**config.mk**
```make
export PLATFORM = sky130hd
export DESIGN_NAME = hdlc_symbol_serializer
export DESIGN_NICKNAME = d
export VERILOG_FILES = /design/src/rtl/hdlc_enc_pkg.sv /design/src/rtl/hdlc_symbol_serializer.sv
export SDC_FILE = /design/constraint.sdc
export NUM_CORES = 1
export LEC_CHECK = 0
export ABC_AREA = 0
export CORE_ASPECT_RATIO = 0.8
export CORE_MARGIN = 3
export CORE_UTILIZATION = 35
export CTS_CLUSTER_SIZE = 20
export DETAILED_ROUTE_END_ITERATION = 7
export PLACE_DENSITY = 0.72
export SYNTH_ARGS = -nofsm -noshare
export SYNTH_HDL_FRONTEND = slang
export SYNTH_SLANG_ARGS = --single-unit
```
**constraint.sdc**
```tcl
create_clock -name clk -period 3.73 [get_ports clk]
set_clock_uncertainty 0.1 [all_clocks]
set_input_delay 0.373 -clock clk [delete_from_list [all_inputs] [get_ports clk]]
set_output_delay 0.373 -clock clk [all_outputs]
set_load 0.005 [all_outputs]
```
**src/rtl/hdlc_enc_pkg.sv**
```systemverilog
// Shared types and defaults for the HDLC line symbol serializer.
// Holds the state encoding, default line symbols and the counter-width helper.
package hdlc_enc_pkg;

    typedef enum logic [1:0] {
        IDLE  = 2'd0,
        SHIFT = 2'd1,
        PASS  = 2'd2
    } state_e;

    localparam logic [7:0] SYM0_DEF     = 8'h96;
    localparam logic [7:0] SYM1_DEF     = 8'h99;
    localparam logic [7:0] IDLE_SYM_DEF = 8'h00;

    // Bits needed to hold values 0..value-1.
    function automatic int clog2(input int value);
        int w;
        w = 0;
        for (int i = 0; i < 32; i++) begin
            if ((64'd1 << i) < 64'(value)) begin
                w = i + 1;
            end else begin
                w = w;
            end
        end
        return w;
    endfunction

endpackage

```
**src/rtl/hdlc_symbol_serializer.sv**
```systemverilog
// Serialises HDLC framer words LSB-first into fixed-width line symbols,
// or forwards a raw symbol bus unchanged while activity is low.
module hdlc_symbol_serializer
    import hdlc_enc_pkg::*;
#(
    parameter int               DATA_W   = 8,
    parameter int               SYM_W    = 8,
    parameter logic [SYM_W-1:0] SYM0     = SYM_W'(SYM0_DEF),
    parameter logic [SYM_W-1:0] SYM1     = SYM_W'(SYM1_DEF),
    parameter logic [SYM_W-1:0] IDLE_SYM = SYM_W'(IDLE_SYM_DEF)
) (
    input  logic              clk,
    input  logic              rst,
    input  logic              activity,
    input  logic [SYM_W-1:0]  data_bus_in,
    input  logic [DATA_W-1:0] word_in,
    input  logic              word_valid,
    output logic              word_ready,
    output logic [SYM_W-1:0]  dout,
    output logic              dout_valid,
    output logic              busy,
    output logic              done,
    output logic              abort
);

    localparam int               CNT_W    = clog2(DATA_W + 1);
    localparam logic [CNT_W-1:0] CNT_FULL = CNT_W'(DATA_W);

    state_e             state_q, state_d;
    logic [CNT_W-1:0]   cnt_q, cnt_d;
    logic [DATA_W-1:0]  shreg_q, shreg_d;
    logic [SYM_W-1:0]   dout_q, dout_d;
    logic               dout_valid_q, dout_valid_d;
    logic               busy_q, busy_d;
    logic               done_q, done_d;
    logic               abort_q, abort_d;
    logic               accept_s;

    function automatic logic [SYM_W-1:0] sym_of(input logic b);
        return b ? SYM1 : SYM0;
    endfunction

    // Ready is held low during reset so no word can be taken while the block is cleared.
    assign word_ready = !rst && activity &&
                        ((state_q == IDLE) || ((state_q == SHIFT) && (cnt_q == CNT_FULL)));
    assign accept_s   = word_ready && word_valid;

    // Next-state and next-output logic.
    always_comb begin
        state_d      = state_q;
        cnt_d        = cnt_q;
        shreg_d      = shreg_q;
        dout_d       = dout_q;
        dout_valid_d = dout_valid_q;
        busy_d       = busy_q;
        done_d       = 1'b0;
        abort_d      = 1'b0;

        if (!activity) begin
            // A word already fully emitted counts as complete, so only a partial one aborts.
            state_d      = PASS;
            dout_d       = data_bus_in;
            dout_valid_d = 1'b1;
            busy_d       = 1'b0;
            cnt_d        = '0;
            shreg_d      = '0;
            if ((state_q == SHIFT) && (cnt_q != CNT_FULL)) begin
                abort_d = 1'b1;
            end else begin
                abort_d = 1'b0;
            end
        end else if (accept_s) begin
            state_d      = SHIFT;
            dout_d       = sym_of(word_in[0]);
            shreg_d      = word_in >> 1;
            cnt_d        = CNT_W'(1);
            dout_valid_d = 1'b1;
            busy_d       = 1'b1;
        end else begin
            case (state_q)
                SHIFT: begin
                    if (cnt_q != CNT_FULL) begin
                        dout_d  = sym_of(shreg_q[0]);
                        shreg_d = shreg_q >> 1;
                        cnt_d   = cnt_q + CNT_W'(1);
                    end else begin
                        state_d      = IDLE;
                        dout_d       = IDLE_SYM;
                        dout_valid_d = 1'b0;
                        busy_d       = 1'b0;
                        done_d       = 1'b1;
                        cnt_d        = '0;
                    end
                end
                IDLE, PASS: begin
                    state_d      = IDLE;
                    dout_d       = IDLE_SYM;
                    dout_valid_d = 1'b0;
                    busy_d       = 1'b0;
                end
                default: begin
                    state_d      = IDLE;
                    dout_d       = IDLE_SYM;
                    dout_valid_d = 1'b0;
                    busy_d       = 1'b0;
                    cnt_d        = '0;
                    shreg_d      = '0;
                end
            endcase
        end
    end

    // State and output registers with synchronous reset.
    always_ff @(posedge clk) begin
        if (rst) begin
            state_q      <= IDLE;
            cnt_q        <= '0;
            shreg_q      <= '0;
            dout_q       <= '0;
            dout_valid_q <= 1'b0;
            busy_q       <= 1'b0;
            done_q       <= 1'b0;
            abort_q      <= 1'b0;
        end else begin
            state_q      <= state_d;
            cnt_q        <= cnt_d;
            shreg_q      <= shreg_d;
            dout_q       <= dout_d;
            dout_valid_q <= dout_valid_d;
            busy_q       <= busy_d;
            done_q       <= done_d;
            abort_q      <= abort_d;
        end
    end

    assign dout       = dout_q;
    assign dout_valid = dout_valid_q;
    assign busy       = busy_q;
    assign done       = done_q;
    assign abort      = abort_q;

endmodule

```
==> reports/results.md <==
- mean instance size in the synthesized netlist: 10.3 µm²
- hold-critical path depth: 1
- TritonCTS Buffers: 3
- Post-layout nets: 161
- max-cap check violation count: 0
- cts hold-fix bufs: 0
- number of nets produced by synthesis: 128
- worst reg2reg startpoint: cnt_q[0]
- number of nets with antenna violations after detailed routing: 0
- clock period minus worst slack: 2.65 ns
- flip-flop and latch count after synthesis: 24
- 1st-iter DRT viols: 42
- share of the clock period used by the worst path: 71.2%
- number of setup buffers added after CTS: 0
- count of flip-flops with a built-in enable after synthesis: 0
- most frequent standard cell in the layout excluding fill and tap cells: sky130_fd_sc_hd__clkdlybuf4s50_1
- number of search-and-repair iterations in the first detailed-routing pass: 4
- RePlAce Congestion: 0.773
- input/output buffers: 32
- die outline area: 3820 µm²
- Initial Util: 38.1%
- transition at the pin with the smallest max-transition slack: 0.519 ns
- Die Ht: 55.9 µm
- worst max-slew margin expressed relative to the limit: 65.4%
- final worst-path setup slack: 1.08 ns
- total setup violations reported at the end of the flow: 0
- Worst Path Max Fanout: 7
- maximum clock insertion buffer count: 2
- critical register-to-register path endpoint: cnt_q[0]
- worst setup timing slack at the placement stage: 1.07 ns
- data required time of the worst path: 3.26 ns
- type of element capturing the critical path: output pin
- Post-Route Hold Slack: 0.388 ns
- cells after synthesis: 106
- count of antenna diodes in the layout: 0
- Total Neg Setup Slack: 0 ns
- Synthesis Warnings: 0
- share of Yosys cell area claimed by the top area cell type: 44.2%
- GRT Resource Usage Total: 15.6%
- class of the most critical hold timing path: reg2reg
- maximum VDD drop: 0.187 mV
- Area contributors post-synth: sky130_fd_sc_hd__dfxtp_1, sky130_fd_sc_hd__a221o_1, sky130_fd_sc_hd__nor3b_1
- area delta synth->final: 36.8%
- critical path, cell by cell: clkdlybuf4s50_1, nand2b_2, or2_1, a21oi_1, clkdlybuf4s50_1
- status: completed
- hold worst-path end: shreg_q[3]
- async set-or-reset flop fraction in the synthesized netlist: 0%
- core area: 2850 µm²
- routed via count divided by cell count: 5.40
- # IOs: 33
- depth of the worst register-to-register path: 5
- die width: 68.3 µm
- H-Tree Level Count: 1
- most common flop cell mapped by yosys: sky130_fd_sc_hd__dfxtp_1
- clk_lat worst skew: 0.26 ns
- fraction of layout instances using a drive strength above 1: 10.1%
- clock sinks: 24
- post-cts gate resize count: 0
- Routed WL: 2660 µm
- sequential area share after synthesis: 44.2%
- per-cell routed wire length: 15.1 µm
- TritonCTS clock tree: done
- post-synth top area cell: sky130_fd_sc_hd__dfxtp_1
- reported leakage power: 0.515 nW
- number of endpoints with negative hold slack in the final report: 0
- pin count of the biggest net entering global routing: 14
- number of antenna violations at the first check in global routing: 0
- row count: 17
- Critical Path Slowest Stage Cell: sky130_fd_sc_hd__clkdlybuf4s50_1
- vias after detailed routing: 950
- via count of the first global-routing pass: 907
- root buffer cell: sky130_fd_sc_hd__clkbuf_8
- post-synthesis instance area: 1090 µm²
- Remaining Overflow, GRT: 0
- most repeated library cell on the critical path: sky130_fd_sc_hd__clkdlybuf4s50_1
- leading cell types in the layout, fill and taps excluded: sky130_fd_sc_hd__clkdlybuf4s50_1, sky130_fd_sc_hd__dfxtp_1, sky130_fd_sc_hd__nand2_1, sky130_fd_sc_hd__nor3b_1, sky130_fd_sc_hd__a221o_1
- residual DRC count: 0
- count of final max-slew check failures: 0
- data arrival time of the critical path: 2.18 ns
- setup slack, reg-to-reg: 1.92 ns
- Setup crit start kind: primary input
- Hold Crit Start: shreg_q[3]
- Max Clk Rate: 377 MHz
- clock-pin transition on the worst setup and hold timing paths: 0.08 ns
- total power divided by cell area: 347 nW/µm²
- global-route wire length before repair: 4410 µm
- setup repair after global routing missed its margin: false
- library cells used by synthesis: 43
- critical path class: in2out
- Final HPWL DP: 2000 µm
- highest cell delay on the worst timing path: 0.51 ns
layout make-up:
class,instances,area (µm²)
timing repair buffer,32,320
fill,259,1360
multi-input combinational,73,566
tap,38,47.5
clock buffer,4,55.1
sequential,24,480
inverter,5,18.8
worst max-delay path, delay by kind of cell:
| kind | cells | cell delay, ns |
|---|---|---|
| AOI/OAI and AO/OA | 1 | 0.15 |
| buffers and inverters | 2 | 1.01 |
| and+or+nand+nor | 2 | 0.65 |
where the power goes:
group	internal, mW	switching, mW
Clock	0.0943	0.0808
Sequential	0.266	0.00739
Combinational	0.0413	0.0261
synth_stat cells (all sizes together) (2+ instances only):
library cell / instances
dfxtp: 24
nand2: 9
a221o: 6
nor3b: 6
o21ai: 6
inv: 5
buf: 4
a21oi: 3
and2: 3
nand3: 3
a211oi: 2
a21boi: 2
a221oi: 2
a31oi: 2
ha: 2
nand4bb: 2
nor2: 2
nor2b: 2
nor4: 2
o2111ai: 2
o311ai: 2
flip-flops by register name (all words and copies together) (netlist names):
signal and flops:
cnt_q 4, state_q 2, abort 1, dout_valid 1
shreg_q 7, done 1, dout 8
layer usage:
metal	GRT usage [%]	wire, µm	vias to the layer above
li1	-	-	474
met2	20.7	1170	21
met4	6.52	44	0
met1	22.5	1310	450
met3	5.25	139	5
met5	0	0	-
through the flow:
stage                     util (%)  cells  cell area (µm²)  total power [mW]
after global placement        50.3    172             1430             0.346
after CTS                     52.2    176             1490             0.521
after detailed placement      50.3    172             1430             0.347
final                         52.2    176             1490             0.516
after global routing          52.2    176             1490             0.539
after floorplan                  -    106             1090             0.305
logic make-up after synthesis:
group / synth area share (%)
buffers and inverters: 3.80
flip-flops: 44.2
AND/OR/NAND/NOR: 25.0
AO/OA/AOI/OAI: 24.7
adder cells (fa/ha/maj): 2.30
worst max-delay path by stage:
| stage | from | end | slack (ns) | depth (start not counted) |
|---|---|---|---|---|
| 6_report | rst | word_ready | 1.08 | 5 |
| 5_1_grt | rst | word_ready | 0.99 | 5 |
| 4_1_cts | rst | word_ready | 1.07 | 5 |
| 3_5_place_dp | rst | word_ready | 1.07 | 5 |
| 3_3_place_gp | rst | word_ready | 1.14 | 5 |
| 2_1_floorplan | cnt_q[0] | dout[1] | 2.17 | 6 |
Note: power is estimated with default switching activity, not from simulation.
